`src/rtl/sim_test_ctrl.sv`:
```
// Passive simulation test controller: snoops data-write handshakes, decodes a
// small MMIO window (status / char FIFO / watchdog kick) and reports sticky results.
module sim_test_ctrl #(
    parameter int unsigned          BUS_WIDTH      = 32,
    parameter logic [BUS_WIDTH-1:0] BASE_ADDR      = 'h8000,
    parameter logic [BUS_WIDTH-1:0] PASS_CODE      = 'd123456789,
    parameter logic [BUS_WIDTH-1:0] FAIL_CODE      = 'd111111111,
    parameter int unsigned          TIMEOUT_CYCLES = 100000,
    parameter bit                   KICK_ON_ANY    = 1'b0,
    parameter int unsigned          FIFO_DEPTH     = 16,
    parameter int unsigned          CNT_WIDTH      = 32
) (
    input  logic                   clk,
    input  logic                   rst,
    input  logic                   dw_data_addr_valid,
    input  logic                   dw_data_addr_ready,
    input  logic [BUS_WIDTH-1:0]   dw_addr,
    input  logic [BUS_WIDTH-1:0]   dw_data,
    input  logic [BUS_WIDTH/8-1:0] dw_strobe,
    output logic [7:0]             char_data,
    output logic                   char_valid,
    input  logic                   char_ready,
    output logic                   done,
    output logic                   passed,
    output logic                   failed,
    output logic                   timed_out,
    output logic                   char_overflow,
    output logic [CNT_WIDTH-1:0]   cycle_count
);

    localparam int unsigned AW = $clog2(FIFO_DEPTH);
    localparam logic [BUS_WIDTH-1:0] ADDR_STATUS = BASE_ADDR;
    localparam logic [BUS_WIDTH-1:0] ADDR_CHAR   = BASE_ADDR + BUS_WIDTH'(4);
    localparam logic [BUS_WIDTH-1:0] ADDR_KICK   = BASE_ADDR + BUS_WIDTH'(8);
    localparam logic [31:0] WD_LAST = (TIMEOUT_CYCLES == 0) ? 32'd0 : 32'(TIMEOUT_CYCLES - 1);
    localparam logic [AW:0] FULL_CNT = (AW+1)'(FIFO_DEPTH);

    logic        accept, hit_status, pass_ev, fail_ev, kick, expire;
    logic        push_req, do_push, pop, full;
    logic [31:0] wd_cnt;

    logic [7:0]    mem [FIFO_DEPTH];
    logic [AW-1:0] wr_ptr, rd_ptr;
    logic [AW:0]   count;

    assign accept     = dw_data_addr_valid && dw_data_addr_ready;
    assign hit_status = accept && (dw_addr == ADDR_STATUS) && (&dw_strobe);
    assign pass_ev    = hit_status && (dw_data == PASS_CODE);
    assign fail_ev    = hit_status && (dw_data == FAIL_CODE);
    assign kick       = accept && (KICK_ON_ANY || (dw_addr == ADDR_KICK));
    // A kick landing on the last count keeps the test alive.
    assign expire     = (TIMEOUT_CYCLES != 0) && (wd_cnt == WD_LAST) && !kick;

    // Result flags, watchdog and cycle counter; the first terminating event freezes all.
    always_ff @(posedge clk) begin
        if (rst) begin
            done        <= 1'b0;
            passed      <= 1'b0;
            failed      <= 1'b0;
            timed_out   <= 1'b0;
            wd_cnt      <= '0;
            cycle_count <= '0;
        end else begin
            if (!done) begin
                if (pass_ev)      passed    <= 1'b1;
                else if (fail_ev) failed    <= 1'b1;
                else if (expire)  timed_out <= 1'b1;
                if (pass_ev || fail_ev || expire) done <= 1'b1;
                cycle_count <= cycle_count + 1'b1;
            end
            if (kick)
                wd_cnt <= '0;
            else if (!done && (TIMEOUT_CYCLES != 0))
                wd_cnt <= wd_cnt + 32'd1;
        end
    end

    assign push_req   = accept && (dw_addr == ADDR_CHAR) && dw_strobe[0];
    assign char_valid = (count != '0);
    assign full       = (count == FULL_CNT);
    assign pop        = char_valid && char_ready;
    // When full, a same-cycle pop frees the slot the push needs.
    assign do_push    = push_req && (!full || pop);
    assign char_data  = char_valid ? mem[rd_ptr] : 8'h00;

    always_ff @(posedge clk) begin
        if (do_push) mem[wr_ptr] <= dw_data[7:0];
    end

    always_ff @(posedge clk) begin
        if (rst) begin
            wr_ptr        <= '0;
            rd_ptr        <= '0;
            count         <= '0;
            char_overflow <= 1'b0;
        end else begin
            if (do_push) wr_ptr <= wr_ptr + 1'b1;
            if (pop)     rd_ptr <= rd_ptr + 1'b1;
            if (do_push && !pop)      count <= count + 1'b1;
            else if (pop && !do_push) count <= count - 1'b1;
            if (push_req && full && !pop) char_overflow <= 1'b1;
        end
    end

endmodule

```
`config.mk`:
```
export PLATFORM = sky130hd
export DESIGN_NAME = sim_test_ctrl
export DESIGN_NICKNAME = d
export VERILOG_FILES = /design/src/rtl/sim_test_ctrl.sv
export SDC_FILE = /design/constraint.sdc
export NUM_CORES = 1
export LEC_CHECK = 0
export CORE_MARGIN = 2
export CORE_UTILIZATION = 46
export CTS_BUF_LIST = sky130_fd_sc_hd__clkbuf_4 sky130_fd_sc_hd__clkbuf_8
export CTS_CLUSTER_DIAMETER = 200
export DETAILED_ROUTE_END_ITERATION = 12
export PLACE_DENSITY = 0.68
export RECOVER_POWER = 25
export SLEW_MARGIN = 40
export SYNTH_ARGS = -nofsm -noshare
export SYNTH_HDL_FRONTEND = slang
export SYNTH_SLANG_ARGS = --single-unit
```
`constraint.sdc`:
```
create_clock -name clk -period 4.45 [get_ports clk]
set_input_delay 0.445 -clock clk [delete_from_list [all_inputs] [get_ports clk]]
set_output_delay 0.445 -clock clk [all_outputs]
set_load 0.01 [all_outputs]
```
==> impl_metrics.py, run 1 <==
metrics = {
    "synth": {
        "synth_top_area_share": 0.416,
        "syn_avg_cell_area_um2": 12.9,
        "async_reset_ff_frac": 0,
        "ys.flop_type": "edfxtp_1",
        "synth_top_cells_by_area": "edfxtp_1, dfxtp_1, mux4_2",
        "synth_seq_cells": 214,
        "synth_nets": 805,
        "ys_warn_count": 0,
        "netlist-cell-type-count": 45,
        "synthCells": 719,
        "yosysTopAreaCell": "edfxtp_1",
        "syn_area_mm2": 0.00925,
        "yosysSeqAreaShare": 0.602,
        "synth_edf_count": 128,
    },
    "outcome": {
        "outcome": "completed",
    },
    "cts": {
        "cts.clk_slew.worst_paths_ns": 0.06,
        "clkSinkCount": 214,
        "cts_made_buffers": 36,
        "clock-root-buffer": "clkbuf_8",
        "post_cts_buffers": 0,
        "clkLatencyLatePin_ns": 0.52,
        "cts_resized": 0,
        "clockBufferDepth": 3,
        "htreeDepth": 2,
        "postCtsHoldBufs": 0,
        "cts_tree": "done",
    },
    "grt": {
        "grt_start_max_net_pins": 51,
        "grt_pass1_vias": 6709,
        "grt_overflow": 0,
        "grt.total_usage": 0.213,
        "grt_antenna_before_repair": 0,
        "grt_pass1_wl_um": 35500,
    },
    "power_and_ir_drop": {
        "ir_drop_mv": 0.204,
        "powerDensity_mw_per_mm2": 410,
        "p_leak_nw": 3.76,
        "power_mw": 4.72,
    },
    "job": {
        "drv_cap": 0,
    },
    "floorplanning": {
        "rows": 51,
        "core_mm2": 0.0196,
        "ioPinCount": 119,
        "start_util": 0.472,
        "die_h_um": 146,
        "die-area_mm2": 0.0212,
        "fp.dieW_um": 146,
    },
    "timing": {
        "finalSetupViolCount": 0,
        "max_freq_mhz": 260,
        "slew_viol_final": 0,
        "rsz0062_at_grt": "no",
        "worst_pin_slew_ns": 0.782,
        "min_period_over_period": 0.864,
        "period_needed_ns": 3.84,
        "hold_viol_final": 0,
        "max_slew_margin": 0.472,
        "fin_hold_ws_ns": 0.478,
        "finalSetupTns_ns": 0,
        "fin_skew_ns": 0.0189,
    },
    "route": {
        "drcViolationCount": 0,
        "drt-initial-drc-count": 446,
        "first_pass_iters": 5,
        "routed_wl_um": 22600,
        "ant_nets": 0,
        "via_per_inst": 5.63,
        "wl_per_cell_um": 19.6,
        "num_vias": 6477,
    },
    "layout": {
        "fin_area_mm2": 0.0115,
        "final_nets": 945,
        "post_route_cells_drive_above_1_share": 0.146,
        "synthToLayoutAreaGrowth_pct": 24.8,
        "layoutNonFillerInstCount": 1151,
        "layout_commonest_cell": "edfxtp_1",
        "n_antenna_cell": 0,
        "multiInputGateArea_mm2": 0.00347,
        "num-fill-cells": 1557,
        "final_cell_mix": "edfxtp_1, clkdlybuf4s50_1, dfxtp_1, nor2_1, clkbuf_8",
        "regArea_mm2": 0.00557,
    },
    "worst_setup_path": {
        "required_ns": 4.86,
        "criticalPathCategory": "primary input to flip-flop",
        "cp_max_fo": 12,
        "rr_startpoint": "count[0]",
        "cp-start-kind": "primary input",
        "cp.arrival_ns": 4.25,
        "worst_r2r_endpoint": "count[4]",
        "r2r_cells": 11,
        "critPathCaptureType": "flip-flop",
        "rrSetupSlack_ns": 0.71,
    },
    "placement": {
        "dp_cells": 1085,
        "gp_congestion": 0.894,
        "dpl_cell_area_mm2": 0.0108,
        "place_hpwl_um": 15500,
        "portBuffers": 118,
    },
    "hold_path": {
        "holdPathStages": 3,
        "min_from": "rst",
        "min_to": "cycle_count[26]",
        "hold_path_class": "primary input to flip-flop",
    },
}
cells by family (layout without fill, tap and decap cells):
| family | count (synthesis) | count (layout) | share of synthesized area |
|---|---|---|---|
| and+or+nand+nor | 289 | 289 | 0.170 |
| xor gates and xnor gates | 59 | 59 | 0.0559 |
| muxes | 45 | 45 | 0.103 |
| buffers and inverters | 60 | 227 | 0.0249 |
| DFF | 214 | 214 | 0.602 |
| adders and majority gates | 13 | 13 | 0.0184 |
| AOI/OAI and AO/OA | 39 | 39 | 0.0256 |
worst max path at each step:
stage	start	endpoint	slack, ns	cells after the start
after floorplan	dw_addr[26]	count[4]	1.13	12
after global placement	dw_addr[19]	count[4]	0.28	13
after detailed placement	dw_addr[9]	count[4]	0.11	13
after CTS	flip-flop	char_data[2]	0.56	5
after global routing	dw_addr[9]	count[4]	0.36	13
final	dw_addr[9]	count[4]	0.61	13
through the flow:
stage / setup slack [ns] / util
after detailed placement: 0.113 / 0.549
after global routing: 0.357 / 0.589
after global placement: 0.285 / 0.549
after floorplan: 1.13 / -
final: 0.605 / 0.589
after CTS: 0.555 / 0.588
cells in the mapped netlist (all sizes together), types with 2 or more instances:
| cell | n |
|---|---|
| o31ai | 2 |
| o21ai | 13 |
| and2 | 15 |
| a21oi | 16 |
| dfxtp | 86 |
| and4b | 5 |
| inv | 25 |
| mux4 | 40 |
| nor2b | 6 |
| or4 | 4 |
| nor4b | 5 |
| mux2i | 4 |
| nand2b | 2 |
| edfxtp | 128 |
| xor2 | 24 |
| xnor2 | 35 |
| ha | 12 |
| o21a | 2 |
| and4 | 7 |
| buf | 9 |
| nor2 | 81 |
| nand3 | 31 |
| nor4 | 29 |
| clkbuf | 26 |
| nand4b | 3 |
| nor3 | 19 |
| or3 | 13 |
| nand2 | 24 |
| nor4bb | 6 |
| and3 | 8 |
| nand4 | 28 |
power breakdown:
| group | switching, mW | leakage [nW] | internal [mW] | total [mW] |
|---|---|---|---|---|
| clock network | 0.765 | 0.395 | 1.02 | 1.79 |
| logic | 0.339 | 1.52 | 0.410 | 0.749 |
| registers | 0.0598 | 1.85 | 2.13 | 2.19 |
| total | 1.16 | 3.76 | 3.56 | 4.72 |
final cells by class:
class / count / area share
Clock inverter: 13 / 0.00770
Clock buffer: 52 / 0.0577
Tap cell: 265 / 0.0287
Timing Repair Buffer: 137 / 0.114
Sequential cell: 214 / 0.483
Multi-Input combinational cell: 445 / 0.301
Inverter: 25 / 0.00814
layer usage:
layer	wire [um]	vias to the layer above	track usage
li1	-	2982	-
met1	9210	3179	0.264
met2	11000	272	0.359
met3	1790	44	0.0639
met4	545	0	0.0721
met5	0	-	0
flip-flops by register name, summed over array words and instances (netlist names), named ones only:
signal,cells
timed_out,1
passed,1
mem,128
wr_ptr,4
cycle_count,32
done,1
rd_ptr,4
count,5
char_overflow,1
wd_cnt,32
failed,1
critical path, stage by stage:
cell and delay, ns:
clkdlybuf4s50_1 0.40, nor4b_1 0.40, nand4_1 0.31, or4_4 0.68, inv_2 0.16, ha_1 0.24, inv_1 0.11, ha_1 0.30
nor2b_1 0.15, o21a_1 0.18, or3_1 0.31, a21oi_1 0.21, mux2_2 0.36
Note: power is estimated with default switching activity, not from simulation.
==> run 2: changes to the inputs <==
CAP_MARGIN = 40   (was default)
GPL_ROUTABILITY_DRIVEN = 0   (was default)
clock period = 4.5 ns   (was 4.45 ns; I/O delays follow)
==> impl_metrics.py, run 2 (synthesis gave the netlist of run 1 again) <==
metrics = {
    "cts": {
        "cts_tree": "done",
        "postCtsHoldBufs": 0,
        "post_cts_buffers": 0,
        "cts_resized": 0,
        "cts.clk_slew.worst_paths_ns": 0.05,
        "clock-root-buffer": "clkbuf_8",
        "cts_made_buffers": 36,
        "clkLatencyLatePin_ns": 0.53,
        "clockBufferDepth": 3,
        "clkSinkCount": 214,
        "htreeDepth": 2,
    },
    "worst_setup_path": {
        "path_cells": "clkdlybuf4s50_1 > nor4_1 > nand4_1 > or4_4 > inv_2 > ha_1 > inv_1 > ha_1 > nor2b_1 > o21a_1 > or3_1 > a21oi_1 > mux2_2",
        "criticalPathCategory": "primary input to flip-flop",
        "crit_family": "simple AND/OR/NAND/NOR gates",
        "rrSetupSlack_ns": 0.90,
        "cp-start-kind": "primary input",
        "worst-path-stages": 13,
        "critPathCaptureType": "flip-flop",
        "path_buf_inv": 3,
        "cpMaxStageDelayCell": "or4_4",
        "cp.arrival_ns": 4.21,
        "max_stage_delay_ns": 0.71,
        "rr_startpoint": "count[0]",
        "r2r_cells": 11,
        "cp_max_fo": 12,
        "required_ns": 4.89,
        "crit_top_cell": "ha_1",
        "worst_r2r_endpoint": "count[4]",
    },
    "grt": {
        "grt_overflow": 0,
        "grt_pass1_wl_um": 35300,
        "grt_antenna_before_repair": 0,
        "grt_pass1_vias": 6560,
        "grt_start_max_net_pins": 51,
        "grt.total_usage": 0.212,
    },
    "timing": {
        "fin_skew_ns": 0.0276,
        "finalSetupTns_ns": 0,
        "worst_pin_slew_ns": 0.792,
        "min_period_over_period": 0.849,
        "period_needed_ns": 3.82,
        "finalSetupViolCount": 0,
        "max_slew_margin": 0.464,
        "hold_viol_final": 0,
        "rsz0062_at_grt": "no",
        "fin_hold_ws_ns": 0.467,
        "max_freq_mhz": 262,
        "slew_viol_final": 0,
    },
    "hold_path": {
        "hold_path_class": "flip-flop to flip-flop",
        "holdPathStages": 2,
        "min_from": "failed",
        "min_to": "failed",
    },
    "layout": {
        "synthToLayoutAreaGrowth_pct": 24.9,
        "top_register": "mem",
        "largest_register_ffs": 128,
        "final_cell_mix": "edfxtp_1, clkdlybuf4s50_1, dfxtp_1, nor2_1, clkbuf_8",
        "reg_top3": "mem x128, cycle_count x32, wd_cnt x32",
        "num-fill-cells": 1554,
        "n_antenna_cell": 0,
        "final_nets": 943,
        "post_route_cells_drive_above_1_share": 0.148,
        "layout_commonest_cell": "edfxtp_1",
    },
    "floorplanning": {
        "fp.dieW_um": 146,
        "start_util": 0.472,
        "core_mm2": 0.0196,
        "rows": 51,
        "die-area_mm2": 0.0212,
        "die_h_um": 146,
        "ioPinCount": 119,
    },
    "power_and_ir_drop": {
        "p_leak_nw": 3.77,
        "power_mw": 4.71,
        "ir_drop_mv": 0.229,
        "powerDensity_mw_per_mm2": 408,
    },
    "route": {
        "routed_wl_um": 22500,
        "drcViolationCount": 0,
        "ant_nets": 0,
        "wl_per_cell_um": 19.5,
        "num_vias": 6422,
        "via_per_inst": 5.58,
        "first_pass_iters": 5,
        "drt-initial-drc-count": 358,
    },
    "placement": {
        "portBuffers": 118,
        "place_hpwl_um": 15300,
    },
    "job": {
        "drv_cap": 0,
    },
    "outcome": {
        "outcome": "completed",
    },
}
run 2: changes by cell type in the layout (fill, tap and decap cells not counted), sizes merged:
cell           previous run  this run
clkdlybuf4s50           110       111
dlygate4sd3               7         6
buf                      20        18
clkbuf                   52        58
clkinv                   10         5
run 2: report_power, final:
group	total [mW]	internal (mW)	switching (mW)
clock	1.81	1.06	0.753
sequential	2.16	2.10	0.0516
combinational	0.739	0.407	0.332
total	4.71	3.57	1.14
run 2: worst max-delay path by stage:
stage / from / end / slack, ns
finish: dw_addr[25] / count[4] / 0.68
detailed placement: dw_addr[25] / count[4] / 0.15
global placement: dw_addr[25] / count[4] / 0.26
global route: dw_addr[25] / count[4] / 0.54
floorplan: dw_addr[26] / count[4] / 1.18
CTS: dw_addr[25] / count[4] / 0.67
run 2: final cells by class:
class | count | area [um2] | area share
Clock inverter | 8 | 68.8 | 0.00596
Timing Repair Buffer | 135 | 1320 | 0.114
Tap cell | 265 | 332 | 0.0287
Inverter | 25 | 93.8 | 0.00813
Sequential cell | 214 | 5570 | 0.482
Clock buffer | 58 | 711 | 0.0615
Multi-Input combinational cell | 445 | 3460 | 0.300
run 2: worst min-delay path, cell delays in order (launching register included):
cell and delay [ns]:
dfxtp_1 0.31, nand2_1 0.05, o31ai_1 0.05
run 2: per-stage QoR:
stage                util  std cells  worst slack [ns]  cell area [um2]
floorplan               -        719              1.18             9250
global placement    0.549       1083             0.257            10800
detailed placement  0.549       1083             0.147            10800
CTS                 0.589       1149             0.672            11500
global route        0.590       1150             0.544            11500
finish              0.590       1150             0.679            11500
run 2: metal layers:
layer,GRT usage,routed length [um]
met1,0.271,9370
met2,0.365,11200
met3,0.0533,1650
met4,0.0515,280
met5,0,0
==> run 3: changes to the inputs <==
clock period = 3.95 ns   (was 4.5 ns; I/O delays follow)
==> impl_metrics.py, run 3 (synthesis gave the netlist of run 1 again) <==
metrics = {
    "outcome": {
        "outcome": "completed",
    },
    "power_and_ir_drop": {
        "powerDensity_mw_per_mm2": 458,
        "p_leak_nw": 3.77,
        "ir_drop_mv": 0.224,
        "power_mw": 5.28,
    },
    "timing": {
        "worst_pin_slew_ns": 0.795,
        "max_slew_margin": 0.468,
        "hold_viol_final": 0,
        "fin_skew_ns": 0.0143,
        "min_period_over_period": 0.886,
        "max_freq_mhz": 286,
        "slew_viol_final": 0,
        "finalSetupTns_ns": 0,
        "rsz0062_at_grt": "no",
        "period_needed_ns": 3.50,
        "finalSetupViolCount": 0,
    },
    "layout": {
        "regArea_mm2": 0.00557,
        "synthToLayoutAreaGrowth_pct": 24.8,
        "post_route_cells_drive_above_1_share": 0.143,
        "top_register": "mem",
        "n_antenna_cell": 0,
        "final_cell_mix": "edfxtp_1, clkdlybuf4s50_1, dfxtp_1, nor2_1",
        "largest_register_ffs": 128,
        "num-fill-cells": 1557,
        "final_nets": 949,
        "multiInputGateArea_mm2": 0.00346,
        "reg_top3": "mem x128, cycle_count x32, wd_cnt x32",
        "layout_commonest_cell": "edfxtp_1",
    },
    "hold_path": {
        "hold_path_class": "primary input to flip-flop",
    },
    "cts": {
        "cts_resized": 0,
        "htreeDepth": 2,
        "cts_tree": "done",
        "cts_made_buffers": 36,
        "postCtsHoldBufs": 0,
        "post_cts_buffers": 0,
        "clkLatencyLatePin_ns": 0.50,
        "cts.clk_slew.worst_paths_ns": 0.06,
        "clockBufferDepth": 3,
        "clock-root-buffer": "clkbuf_8",
        "clkSinkCount": 214,
    },
    "floorplanning": {
        "core_mm2": 0.0196,
        "die-area_mm2": 0.0212,
        "die_h_um": 146,
        "ioPinCount": 119,
        "fp.dieW_um": 146,
        "start_util": 0.472,
        "rows": 51,
    },
    "route": {
        "via_per_inst": 5.53,
        "routed_wl_um": 21300,
        "num_vias": 6366,
        "first_pass_iters": 5,
        "drt-initial-drc-count": 374,
        "ant_nets": 0,
        "wl_per_cell_um": 18.5,
        "drcViolationCount": 0,
    },
    "grt": {
        "grt_pass1_wl_um": 34800,
        "grt_start_max_net_pins": 51,
        "grt_antenna_before_repair": 0,
        "grt.total_usage": 0.206,
        "grt_pass1_vias": 6583,
        "grt_overflow": 0,
    },
    "worst_setup_path": {
        "crit_top_cell": "ha_1",
        "cp-start-kind": "primary input",
        "critPathCaptureType": "flip-flop",
        "cp.arrival_ns": 3.89,
        "max_stage_delay_ns": 0.62,
        "criticalPathCategory": "primary input to flip-flop",
        "required_ns": 4.34,
        "cp_max_fo": 4,
        "cpMaxStageDelayCell": "or4_4",
        "path_cells": "clkdlybuf4s50_1 > nor4_1 > nand4_1 > or4_4 > inv_2 > ha_1 > inv_1 > ha_1 > nor2b_1 > o21a_1 > or3_1 > a21oi_1 > mux2_2",
    },
    "placement": {
        "place_hpwl_um": 14900,
        "portBuffers": 118,
    },
    "job": {
        "drv_cap": 0,
    },
}
-- run 3: area by class of cell --
type,instances,area share
Sequential cell,214,0.483
Multi-Input combinational cell,445,0.300
Timing Repair Buffer,141,0.118
Clock buffer,48,0.0529
Tap cell,265,0.0287
Clock inverter,14,0.00965
Inverter,25,0.00813
-- run 3: report_power, final --
group	internal (mW)	switching, mW
registers	2.40	0.0488
clock network	1.13	0.835
logic	0.478	0.390
-- run 3: final timing paths --
kind,cells past startpoint,slack [ns],startpoint,end
min,3,0.44,rst,cycle_count[27]
max reg2reg,12,0.56,count[0],count[4]
max,13,0.45,dw_addr[25],count[4]
min reg2reg,2,0.45,failed,failed
-- run 3: worst max-delay path: cells and delay by family --
kind / cells / cell delay [ns]
and+or+nand+nor: 5 / 1.77
buffers and inverters: 3 / 0.53
adders and majority gates: 2 / 0.45
AOI/OAI and AO/OA: 2 / 0.37
muxes: 1 / 0.36
-- run 3: stage by stage --
| stage | std cells | instance area, um2 | utilization | hold WS (ns) | worst slack (ns) |
|---|---|---|---|---|---|
| 3_3_place_gp | 1089 | 10800 | 0.552 | 0.437 | 0.0453 |
| 4_1_cts | 1151 | 11500 | 0.588 | 0.421 | 0.427 |
| 5_1_grt | 1152 | 11500 | 0.589 | 0.454 | 0.242 |
| 3_5_place_dp | 1089 | 10800 | 0.552 | 0.442 | -0.0931 |
| 6_report | 1152 | 11500 | 0.589 | 0.439 | 0.451 |
| 2_1_floorplan | 719 | 9250 | - | 0.459 | 0.681 |
-- run 3: metal layers --
| metal | share of wire | routed length, um | vias up | track usage |
|---|---|---|---|---|
| li1 | - | - | 2989 | - |
| met1 | 0.43 | 9060 | 3107 | 0.271 |
| met2 | 0.48 | 10300 | 246 | 0.340 |
| met3 | 0.076 | 1620 | 24 | 0.0530 |
| met4 | 0.014 | 296 | 0 | 0.0598 |
| met5 | 0 | 0 | - | 0 |
